===== config.mk =====
export PLATFORM = sky130hd
export DESIGN_NAME = key_scan_ctrl
export DESIGN_NICKNAME = d
export VERILOG_FILES = /design/src/rtl/key_scan_pkg.sv /design/src/rtl/key_scan_ctrl_key_sync.sv /design/src/rtl/key_scan_ctrl.sv
export SDC_FILE = /design/constraint.sdc
export NUM_CORES = 1
export LEC_CHECK = 0
export ABC_AREA = 1
export BUFFER_PORTS_ARGS = -buffer_cell sky130_fd_sc_hd__buf_2
export CAP_MARGIN = 20
export CELL_PAD_IN_SITES_DETAIL_PLACEMENT = 1
export CELL_PAD_IN_SITES_GLOBAL_PLACEMENT = 1
export CORE_MARGIN = 3
export CORE_UTILIZATION = 40
export CTS_BUF_LIST = sky130_fd_sc_hd__clkbuf_8
export CTS_CLUSTER_DIAMETER = 100
export DETAILED_ROUTE_END_ITERATION = 8
export PLACE_DENSITY = 0.82
export SKIP_CTS_REPAIR_TIMING = 1
export SYNTH_ARGS = -nofsm -noshare
export SYNTH_HDL_FRONTEND = slang
export SYNTH_HIERARCHICAL = 1
export SYNTH_SLANG_ARGS = --single-unit

===== constraint.sdc =====
create_clock -name Sys_CLK -period 2.3 [get_ports Sys_CLK]
set_clock_uncertainty 0.15 [all_clocks]
set_input_delay 0.46 -clock Sys_CLK [delete_from_list [all_inputs] [get_ports Sys_CLK]]
set_output_delay 0.46 -clock Sys_CLK [all_outputs]
set_load 0.05 [all_outputs]

===== src/rtl/key_scan_pkg.sv =====
// key_scan_pkg
// Shared types, constants and the round-robin selector for the key scan
// debounce controller.
//   scan_state_e : controller FSM states (IDLE, DEB, EMIT)
//   EVT_PRESS / EVT_RELEASE : encoding of Evt_Type
//   rr_pick()    : first set bit of a change vector, searched from last+1
//                  with wrap-around inside n_keys
package key_scan_pkg;

    localparam int MAX_KEYS = 16;
    localparam int IDX_W    = 4;

    typedef enum logic [1:0] {
        IDLE = 2'd0,
        DEB  = 2'd1,
        EMIT = 2'd2
    } scan_state_e;

    localparam logic EVT_PRESS   = 1'b1;
    localparam logic EVT_RELEASE = 1'b0;

    // Scans n_keys positions starting one past 'last'. Because last < n_keys
    // and k <= n_keys, one conditional subtract is enough for the wrap, which
    // keeps the logic free of a modulo divider. Returns 'last' if nothing set.
    function automatic logic [IDX_W-1:0] rr_pick(
        input logic [MAX_KEYS-1:0] diff,
        input logic [IDX_W-1:0]    last,
        input int                  n_keys
    );
        logic [IDX_W-1:0] pick;
        logic             found;
        int               idx;
        pick  = last;
        found = 1'b0;
        for (int k = 1; k <= MAX_KEYS; k++) begin
            idx = int'(last) + k;
            if (idx >= n_keys) begin
                idx = idx - n_keys;
            end
            if (!found && (k <= n_keys) && diff[idx]) begin
                pick  = IDX_W'(idx);
                found = 1'b1;
            end
        end
        return pick;
    endfunction

endpackage


===== src/rtl/key_scan_ctrl_key_sync.sv =====
// key_sync
// N-bit two-flop synchroniser for asynchronous key levels.
//   clk  : sampling clock
//   srst : synchronous active-high reset, clears both flop stages
//   d    : raw asynchronous inputs
//   q    : inputs delayed by two clock cycles
module key_sync #(
    parameter int N = 1
) (
    input  logic         clk,
    input  logic         srst,
    input  logic [N-1:0] d,
    output logic [N-1:0] q
);

    logic [N-1:0] meta_reg;
    logic [N-1:0] sync_reg;

    genvar gi;
    generate
        for (gi = 0; gi < N; gi++) begin : g_bit
            always_ff @(posedge clk) begin
                if (srst) begin
                    meta_reg[gi] <= 1'b0;
                    sync_reg[gi] <= 1'b0;
                end else begin
                    meta_reg[gi] <= d[gi];
                    sync_reg[gi] <= meta_reg[gi];
                end
            end
        end
    endgenerate

    assign q = sync_reg;

endmodule


===== src/rtl/key_scan_ctrl.sv =====
// key_scan_ctrl
// Debounces N_KEYS pushbuttons with one shared counter. Keys whose
// synchronised level differs from their stable level are served one at a
// time, round-robin; a change held for DEB_CYCLES cycles flips the stable
// level and is reported as a press/release event on a valid/ready port.
//   Sys_CLK   : system clock
//   Sys_RST   : synchronous active-high reset
//   Key_In    : raw key levels (1 = pressed)
//   Key_State : debounced stable levels
//   Evt_Valid / Evt_Ready : event handshake
//   Evt_Key   : index of the key that changed
//   Evt_Type  : 1 = press, 0 = release
//   Busy      : controller is debouncing or holding an event
module key_scan_ctrl
    import key_scan_pkg::*;
#(
    parameter int    N_KEYS     = 2,
    parameter int    DEB_CYCLES = 500_000,
    localparam int   CNT_W      = $clog2(DEB_CYCLES),
    localparam int   KEY_W      = (N_KEYS > 1) ? $clog2(N_KEYS) : 1
) (
    input  logic              Sys_CLK,
    input  logic              Sys_RST,
    input  logic [N_KEYS-1:0] Key_In,
    output logic [N_KEYS-1:0] Key_State,
    output logic              Evt_Valid,
    input  logic              Evt_Ready,
    output logic [KEY_W-1:0]  Evt_Key,
    output logic              Evt_Type,
    output logic              Busy
);

    logic [N_KEYS-1:0] sync;
    logic [N_KEYS-1:0] diff;

    scan_state_e       state_reg,     state_next;
    logic [CNT_W-1:0]  cnt_reg,       cnt_next;
    logic [KEY_W-1:0]  sel_reg,       sel_next;
    logic [KEY_W-1:0]  last_reg,      last_next;
    logic [N_KEYS-1:0] key_state_reg, key_state_next;
    logic              evt_valid_reg, evt_valid_next;
    logic [KEY_W-1:0]  evt_key_reg,   evt_key_next;
    logic              evt_type_reg,  evt_type_next;

    key_sync #(
        .N (N_KEYS)
    ) u_key_sync (
        .clk  (Sys_CLK),
        .srst (Sys_RST),
        .d    (Key_In),
        .q    (sync)
    );

    // Keys whose synchronised level disagrees with their stable level.
    assign diff = sync ^ key_state_reg;

    always_ff @(posedge Sys_CLK) begin
        if (Sys_RST) begin
            state_reg     <= IDLE;
            cnt_reg       <= '0;
            sel_reg       <= '0;
            // Start one before key 0 so the first pick begins at key 0.
            last_reg      <= KEY_W'(N_KEYS - 1);
            key_state_reg <= '0;
            evt_valid_reg <= 1'b0;
            evt_key_reg   <= '0;
            evt_type_reg  <= 1'b0;
        end else begin
            state_reg     <= state_next;
            cnt_reg       <= cnt_next;
            sel_reg       <= sel_next;
            last_reg      <= last_next;
            key_state_reg <= key_state_next;
            evt_valid_reg <= evt_valid_next;
            evt_key_reg   <= evt_key_next;
            evt_type_reg  <= evt_type_next;
        end
    end

    always_comb begin
        state_next     = state_reg;
        cnt_next       = cnt_reg;
        sel_next       = sel_reg;
        last_next      = last_reg;
        key_state_next = key_state_reg;
        evt_valid_next = evt_valid_reg;
        evt_key_next   = evt_key_reg;
        evt_type_next  = evt_type_reg;

        case (state_reg)
            IDLE: begin
                if (|diff) begin
                    sel_next   = KEY_W'(rr_pick(MAX_KEYS'(diff), IDX_W'(last_reg), N_KEYS));
                    cnt_next   = '0;
                    state_next = DEB;
                end
            end
            DEB: begin
                // Only the selected key is watched; any reversion aborts
                // without touching 'last', so the same key is retried first.
                if (sync[sel_reg] == key_state_reg[sel_reg]) begin
                    state_next = IDLE;
                end else if (cnt_reg == CNT_W'(DEB_CYCLES - 1)) begin
                    key_state_next[sel_reg] = ~key_state_reg[sel_reg];
                    evt_key_next            = sel_reg;
                    evt_type_next           = key_state_reg[sel_reg] ? EVT_RELEASE : EVT_PRESS;
                    evt_valid_next          = 1'b1;
                    last_next               = sel_reg;
                    state_next              = EMIT;
                end else begin
                    cnt_next = cnt_reg + CNT_W'(1);
                end
            end
            EMIT: begin
                if (evt_valid_reg && Evt_Ready) begin
                    evt_valid_next = 1'b0;
                    state_next     = IDLE;
                end
            end
            default: begin
                state_next = IDLE;
            end
        endcase
    end

    assign Key_State = key_state_reg;
    assign Evt_Valid = evt_valid_reg;
    assign Evt_Key   = evt_key_reg;
    assign Evt_Type  = evt_type_reg;
    assign Busy      = (state_reg != IDLE);

endmodule

# [After elaboration in Yosys (flattened, before gate mapping)]
# Cells that the tools add are included.
[op_classes] addsub=5 multipliers=0 n_div=0 n_lt_le_gt_ge=6 n_eq_ne=10 shift=0 mux=38 bitwise_logic=3 reduce_logical=14
[op_table] cell="32-bit 2-to-1 mux" count=6
[op_table] cell="32-bit by 6-bit < comparator with 1-bit output (second input constant)" count=2
[op_table] cell="19-bit 2-to-1 mux" count=3
[op_table] cell="19-bit one-hot mux with 2 select lines" count=1
[op_table] cell="19-bit by 1-bit adder with 19-bit output (second input constant)" count=1
[op_table] cell="19-bit equality test (second input constant)" count=1
[op_table] cell="1-bit 2-to-1 mux" count=18
[op_table] cell="2-bit != test (second input constant)" count=5
[op_table] cell="1-bit binary-select mux with 4-bit select" count=2
[op_table] cell="2-bit 2-to-1 mux" count=4
[op_table] cell="4-bit AND reduction" count=2
[op_table] cell="2-bit one-hot mux with 3 select lines" count=1
[op_table] cell="3-bit AND reduction" count=2
[op_table] cell="2-bit nonzero test" count=3
[op_table] cell="3-bit by 2-bit subtractor with 4-bit output (second input constant)" count=1
[op_table] cell="1-bit by 2-bit adder with 3-bit output (second input constant)" count=1
[op_table] cell="3-bit by 2-bit greater-or-equal comparator with 1-bit output (second input constant)" count=1
[op_table] cell="1-bit logical AND" count=3
[op_table] cell="3-bit != test (second input constant)" count=1
[op_table] cell="2-bit by 2-bit subtractor with 3-bit output (second input constant)" count=1
[op_table] cell="1-bit by 1-bit adder with 2-bit output (second input constant)" count=1
[op_table] cell="2-bit bitwise mux" count=1
[op_table] cell="2-bit by 1-bit equality test with 1-bit output (second input constant)" count=1
[op_table] cell="2-bit equality test (second input constant)" count=1
[op_table] cell="other kinds (12)" count=13
[totals] register_bits=32 latchBits=0 mem_bits_rw=0 romBits=0 in_bits=5 elab_cells=88 memories=0

# [Logic depth before layout (Yosys ltp)]
# Gate-level depths: netlist (run 1).
[depth] depth_word=14 depth_mapped=12

# [By module]
# The synthesis (run 1) kept the hierarchy.
[modules_own_cells] module="key_scan_ctrl" instances=1 cells_each=316 area_per_inst_um2=1938.1 seq_area_each_um2=560.5
[modules_own_cells] module="key_sync" instances=1 cells_each=12 area_per_inst_um2=110.1 seq_area_each_um2=80.1

# [Least setup slack after synthesis (run 1)]
# No wires, ideal clock.
[synth_timing] path_kind="reg-to-reg" start="register key_state_reg[1] (netlist: Key_State[1])" end="register cnt_reg[2]" setup_ns=0.139 t_arrival_ns=1.509 required_ns=2.011 slack_ns=0.502 stages_incl_launch_ff=11 cell_sequence="dfxtp_1 -> inv_1 -> nand2_1 -> nand2_1 -> nand2_2 -> nand3_2 -> nand2_4 -> nand2_4 -> buf_12 -> nand2_1 -> a21oi_2"
[synth_between] elab_chain_len=5 elab_cells_between_ends=8
[synth_rtl] element="from (decl)" line_no="key_scan_ctrl.sv:40" text="logic [N_KEYS-1:0] key_state_reg, key_state_next;"
[synth_rtl] element="from (signal assigned)" line_no="key_scan_ctrl.sv:73" text="key_state_reg <= key_state_next;"
[synth_rtl] element="1-bit 2-to-1 mux (not written as such) (2 in series)" line_no="key_scan_ctrl.sv:101" text="if (sync[sel_reg] == key_state_reg[sel_reg]) begin"
[synth_rtl] element="1-bit equality test" line_no="key_scan_ctrl.sv:101"
[synth_rtl] element="2-bit != test (no line)"
[synth_rtl] element="4-bit AND reduction (no line) (*)"
[synth_rtl] element="to (signal assigned)" line_no="key_scan_ctrl.sv:70" text="cnt_reg <= cnt_next;"
[synth_rtl] element="to (decl)" line_no="key_scan_ctrl.sv:37" text="logic [CNT_W-1:0] cnt_reg, cnt_next;"
# Every way passes the cells marked *; elsewhere a longest branch is shown, timed or not. The select of a mux whose other input is x is not followed.
# A chain may end at the register's enable or synchronous reset.

# [Final worst setup path (run 1)]
[layout_timing] start="register cnt_reg[0]" end="register cnt_reg[12]"
[layout_between] elab_chain_len=4 elab_cells_between_ends=7
[layout_rtl] element="19-bit by 1-bit adder with 19-bit output" line_no="key_scan_ctrl.sv:111" text="cnt_next = cnt_reg + CNT_W'(1);"
[layout_rtl] element="19-bit 2-to-1 mux" line_no="key_scan_ctrl.sv:103" text="end else if (cnt_reg == CNT_W'(DEB_CYCLES - 1)) begin"
[layout_rtl] element="19-bit 2-to-1 mux" line_no="key_scan_ctrl.sv:101"
[layout_rtl] element="19-bit one-hot mux with 2 select lines" line_no="key_scan_ctrl.sv:90" text="case (state_reg)"
# Several ways; a longest one is shown, not always the timed one. The select of a mux whose other input is x is not followed.

==> results of run 1 <==
==> where the power goes <==
group	leakage [uW]	switching, uW	total [uW]	internal, uW
Clock	0.0000541	235	556	321
Combinational	0.000638	69.4	94.4	25.0
Sequential	0.000259	5.44	565	559
==> per-stage QoR <==
step | total power, uW | worst slack (ns) | instances
after floorplan | 653.6 | 0.5018 | 328
after global placement | 669.4 | 0.3883 | 402
after detailed placement | 672.5 | 0.2653 | 402
after CTS | 1226 | 0.2603 | 410
after global routing | 1266 | 0.07230 | 410
final | 1215 | 0.2486 | 410
==> metal layers <==
layer,vias to the layer above,wire [um],track usage (%)
met5,-,0,0
met3,13,217,3.596
met1,945,2700,26.36
li1,1048,-,-
met4,0,129,8.897
met2,39,2655,33.59
==> critical path, stage by stage (launching register included) <==
cell,delay (ns)
dfxtp_1,0.39
ha_1,0.22
nand3_2,0.18
nor3_4,0.28
nand3_4,0.22
nand2_4,0.22
nand2_1,0.15
nand2_1,0.10
nand2_1,0.05
inv_1,0.04
==> final cells by class <==
cell class / instances / area, um2
Timing Repair Buffer: 13 / 72.57
Fill cell: 687 / 2590
Multi-Input combinational cell: 240 / 1160
Sequential cell: 32 / 640.6
Clock buffer: 5 / 68.82
Tap cell: 67 / 83.83
Clock inverter: 3 / 42.54
Inverter: 50 / 190.2
==> final timing paths <==
check | start | end | slack (ns) | cells past startpoint
worst max-delay path | cnt_reg[0]$_SDFFE_PP0P_ | cnt_reg[12]$_SDFFE_PP0P_ | 0.25 | 9
worst min-delay path | Key_In[0] | u_key_sync/meta_reg[0]$_SDFF_PP0_ | 0.23 | 3
worst max register to register | cnt_reg[0]$_SDFFE_PP0P_ | cnt_reg[12]$_SDFFE_PP0P_ | 0.25 | 9
worst min register to register | u_key_sync/meta_reg[1]$_SDFF_PP0_ | u_key_sync/q[1]$_SDFF_PP0_ | 0.26 | 2
==> synth_stat cells <==
library cell | count | area, um2
a21oi_1 | 8 | 40.04
a21oi_2 | 8 | 70.07
buf_12 | 1 | 20.02
buf_4 | 1 | 7.510
buf_6 | 2 | 22.52
clkbuf_1 | 2 | 7.510
clkinv_1 | 1 | 3.750
dfxtp_1 | 32 | 640.6
ha_1 | 1 | 12.51
inv_1 | 47 | 176.4
inv_2 | 1 | 3.750
inv_4 | 1 | 6.260
nand2_1 | 102 | 382.9
nand2_2 | 6 | 37.54
nand2_4 | 2 | 22.52
nand3_1 | 27 | 135.1
nand3_2 | 2 | 20.02
nand3_4 | 1 | 17.52
nand3b_1 | 4 | 30.03
nand4_1 | 5 | 31.28
nor2_1 | 48 | 180.2
nor2_2 | 4 | 25.02
nor2_4 | 3 | 33.78
nor3_1 | 3 | 15.01
nor3_4 | 1 | 16.27
o211ai_1 | 1 | 7.510
o21ai_0 | 9 | 45.04
o21ai_1 | 1 | 5.000
o21bai_1 | 2 | 15.01
xnor2_1 | 2 | 17.52
==> logic make-up (layout without fill, tap and decap cells) <==
logic type               after synthesis  count (layout)
AO/OA/AOI/OAI                         29              29
buffers and inverters                 56              71
flip-flops                            32              32
AND/OR/NAND/NOR                      208             208
adder cells (fa/ha/maj)                1               1
XOR/XNOR                               2               2
==> results.md, run 1 <==
- Post-synthesis simple-gate area fraction: 46.24%
- # IOs: 11
- WS Path Type: reg -> reg
- Post-route setup TNS: 0 ns
- Placer Congestion: 0.8474
- Area Overhead vs Synth: 10.26%
- Final period utilization: 89.19%
- Clock latency on the worst-skew pair: a little under 0.3 ns
- Via count: 2045
- Synthesized flop and latch total: 32
- Synth Area in Adders: 0.6109%
- Outcome: finished clean
- Vias in the first global route: between 2000 and 2500
- Synth unique cells: 30
- Required time worst endpoint: 2.39 ns
- Mux cell area share after synthesis: 0%
- Synth Area per Inst: 6.245 um2
- Root Driver: clkbuf_8
- Vias per cell: approximately 5.0
- Cell area after layout: 2258 um2
- Largest net degree at the start of global routing: 15
- H-tree depth: 2
- Post-Synth XOR/XNOR Area: less than 1%
- Iteration-0 DRC Markers: 129
- CTS tree: yes
- CP startpoint kind: flip-flop
- Initial Util: 42.25%
- Dpl hpwl: 4356 um
- Layout cells sized above 1: 14.58%
- Pleak: roughly 0.00095 uW
- Most common cell after layout, fill and taps aside: nand2_1
- Placement Cell Area: 2147 um2
- Final max-slew violation count: 0
- Total Die Area: 6015 um2
- Most frequent cells in the layout: nand2_1, nor2_1, inv_1
- Max reg flops: 19
- Hold_ws: 0.2325 ns
- Max cap viols: 0
- DR WL/cell: 13.91 um
- Final wirelength: 5703 um
- Register area share after synthesis: 31.28%
- DRC viols: 0
- Chip width: 77.56 um
- Compound-Gate Fraction of Synth Area: 8.919%
- Largest family of logic cells by synthesized area: simple AND/OR/NAND/NOR gates
- Num rows: 25
- Synthesized area: 2048 um2
- # setup viols final: 0
- Core Box Area: 4848 um2
- CP max FO: 14
- First-pass GRT wire length: 9756 um
- RSZ-0062 raised after global routing: no
- Max Clk Rate: 487.5 MHz
- Worst VDD drop: 305.7 uV
- Worst Hold Class: in -> reg
- Clk sinks: 32
- Clock Tree Buf Depth: 2
- Die Span Y: 77.56 um
- Total GRT Usage: 20.50%
- N_diodes: 0
- Syn Nets: 334
- Num CTS Buffers: 5
- Warnings, synthesis: 6
- # port buffers: 10
- First-pass DRT Iterations: 4
- Final Hold Viols: 0
- Fin nets: 348
- Element type at the critical path end: flip-flop
- Period minus WS final: 2.051 ns
- PwrDens: 538.2 nW/um2
- Rel. slew slack: roughly three quarters
- Post-Synthesis Cells: about 330
- ANT nets after route: 0
- CTS clk-pin slew, worst paths: approximately 0.08 ns
- Actual slew at the worst max-slew pin: 0.3821 ns
- Worst EP arrival: 2.15 ns
- Global route overflow: 0
- Final core occ: roughly 47%
- Antenna violations before repair: 0
Note: power is estimated with default switching activity, not from simulation.
==> run 2, diff against run 1 <==
--- a/config.mk
+++ b/config.mk
@@ -15,6 +15,7 @@
 export CTS_BUF_LIST = sky130_fd_sc_hd__clkbuf_8
 export CTS_CLUSTER_DIAMETER = 100
 export DETAILED_ROUTE_END_ITERATION = 8
+export GPL_TIMING_DRIVEN = 0
 export PLACE_DENSITY = 0.82
 export SKIP_CTS_REPAIR_TIMING = 1
 export SYNTH_ARGS = -nofsm -noshare
==> results.md, run 2 (same netlist as run 1, synthesis figures left out) <==
- Outcome: finished clean
- PwrDens: 531.8 nW/um2 (-1.2%)
- Period minus WS final: 1.961 ns (-0.08999 ns)
- Worst Hold Class: in -> reg
- DRC viols: 0 (unchanged)
- Worst EP arrival: 2.00 ns (-0.15 ns)
- Antenna violations before repair: 0 (unchanged)
- CP startpoint kind: flip-flop
- First-pass DRT Iterations: 4 (unchanged)
- Actual slew at the worst max-slew pin: 0.6905 ns (+0.3084 ns)
- Pre-CTS setup slack: 0.2321 ns (-0.03321 ns)
- Final Hold Viols: 0 (unchanged)
- Clk sinks: 32 (unchanged)
- Placer Congestion: 0.8385 (-1.1%)
- Final worst slack: 0.3386 ns (+0.08999 ns)
- Fin nets: 351 (+0.86%)
- Worst setup path endpoint: Key_State[1]$_SDFFE_PP0P_
- N_diodes: 0 (unchanged)
- Multi-input gate area: 1160 um2 (unchanged)
- Chip width: 77.56 um (unchanged)
- # setup viols final: 0 (unchanged)
- Reg2reg start: cnt_reg[0]$_SDFFE_PP0P_
- Total Die Area: 6015 um2 (unchanged)
- Vias per cell: 4.995 (+0.15%)
- Largest net degree at the start of global routing: 12 (-3)
- Critical Path Source: cnt_reg[0]$_SDFFE_PP0P_
- Clock latency on the worst-skew pair: 0.29 ns (about the same)
- RSZ-0062 raised after global routing: no
- Max Clk Rate: 509.8 MHz (+4.6%)
- Stages on worst setup path: 7 (-2)
- Clock Tree Buf Depth: 2 (unchanged)
- Total GRT Usage: 20.10% (-0.40 points)
- Max reg flops: 19 (unchanged)
- Worst VDD drop: 264.4 uV (-14%)
- Top delay family on crit path: simple AND/OR/NAND/NOR gates
- Required time worst endpoint: 2.34 ns (-0.05 ns)
- CTS tree: yes
- ANT nets after route: 0 (unchanged)
- H-tree depth: 2 (unchanged)
- Final wirelength: 5648 um (-0.96%)
- Area Overhead vs Synth: 11.97%
- Final max-slew violation count: 0 (unchanged)
- Pleak: 0.0009656 uW (+1.5%)
- Dpl hpwl: 4189 um (-3.8%)
- Vias in the first global route: 2087 (+2.0%)
- Fillers: 684 (-0.44%)
- Most used cell, CP: nand3_1
- R2r setup slk: 0.34 ns (+0.09 ns)
- DR WL/cell: 13.68 um (-1.7%)
- Num CTS Buffers: 5 (unchanged)
- Slowest stage delay, CP: 0.39 ns (about the same)
- Final period utilization: 85.28% (-3.9 points)
- CP max-delay cell: dfxtp_1
- Layout cells sized above 1: 14.74% (+0.16 points)
- Initial Util: 42.25% (unchanged)
- Root Driver: clkbuf_8
- Final Power: 1220 uW (+0.34%)
- Iteration-0 DRC Markers: 92 (-29%)
- First-pass GRT wire length: 9818 um (+0.64%)
- WP buf/inv: 0 (-1)
- Num rows: 25 (unchanged)
- Via count: 2063 (+0.88%)
- Post-route setup TNS: 0 ns (unchanged)
- Max cap viols: 0 (unchanged)
- Die Span Y: 77.56 um (unchanged)
- Core Box Area: 4848 um2 (unchanged)
- CP max FO: 5 (-9)
- Crit-path cells: ha_1 > nand3_2 > nor2_1 > nand3_1 > nor2_2 > nand3_1 > a21oi_1
- Sequential Area: 640.6 um2 (unchanged)
- CTS clk-pin slew, worst paths: 0.07 ns (about the same)
- Most frequent cells in the layout: nand2_1, nor2_1, inv_1
- Element type at the critical path end: flip-flop
- Cells on worst reg2reg path: 7 (-2)
- Most common cell after layout, fill and taps aside: nand2_1
- Rel. slew slack: 53.97% (-21 points)
- Reg2reg end: Key_State[1]$_SDFFE_PP0P_
- # port buffers: 10 (unchanged)
- Global route overflow: 0 (unchanged)
- # IOs: 11 (unchanged)
- WS Path Type: reg -> reg
## run 2: layer usage
metal / up-vias / track usage (%) / wire, um
met5: - / 0 / 0
met4: 0 / 4.270 / 36
met3: 4 / 3.132 / 180
met2: 27 / 34.28 / 2744
met1: 982 / 26.77 / 2687
li1: 1050 / - / -
## run 2: worst min path at each step
stage	from	endpoint	slack, ns	cells after the start
after detailed placement	u_key_sync/meta_reg[1]$_SDFF_PP0_	u_key_sync/q[1]$_SDFF_PP0_	0.25	2
after floorplan	u_key_sync/meta_reg[0]$_SDFF_PP0_	u_key_sync/q[0]$_SDFF_PP0_	0.24	2
final	Key_In[0]	u_key_sync/meta_reg[0]$_SDFF_PP0_	0.23	3
after CTS	Key_In[0]	u_key_sync/meta_reg[0]$_SDFF_PP0_	0.22	3
after global placement	u_key_sync/meta_reg[1]$_SDFF_PP0_	u_key_sync/q[1]$_SDFF_PP0_	0.25	2
after global routing	Key_In[1]	u_key_sync/meta_reg[1]$_SDFF_PP0_	0.25	3
## run 2: cell type report
cell class                      instances  share of cell area (%)
Timing Repair Buffer                   10                   2.182
Inverter                               50                   8.292
Clock inverter                          3                   1.855
Tap cell                               67                   3.655
Clock buffer                            5                   3.001
Buffer                                  6                   2.510
Multi-Input combinational cell        240                   50.57
Sequential cell                        32                   27.93
## run 2: worst reg2reg max path, cell delays in order, from the launching register on
cell and delay [ns]:
dfxtp_1 0.39, ha_1 0.23, nand3_2 0.18, nor2_1 0.19, nand3_1 0.14, nor2_2 0.23
nand3_1 0.11, a21oi_1 0.23
## run 2: stage by stage
stage / hold WS, ns / util (%) / std cells / cell area, um2
after floorplan: 0.2383 / - / 328 / 2048
after global placement: 0.2457 / 45.01 / 405 / 2182
after detailed placement: 0.2494 / 45.01 / 405 / 2182
after CTS: 0.2207 / 47.30 / 413 / 2293
after global routing: 0.2461 / 47.30 / 413 / 2293
final: 0.2266 / 47.30 / 413 / 2293
## run 2: where the power goes
| part | switching (uW) | total (uW) | internal [uW] |
|---|---|---|---|
| sequential | 3.47 | 563 | 559 |
| clock | 227 | 548 | 321 |
| combinational | 75.7 | 109 | 32.9 |
| total | 307 | 1220 | 913 |
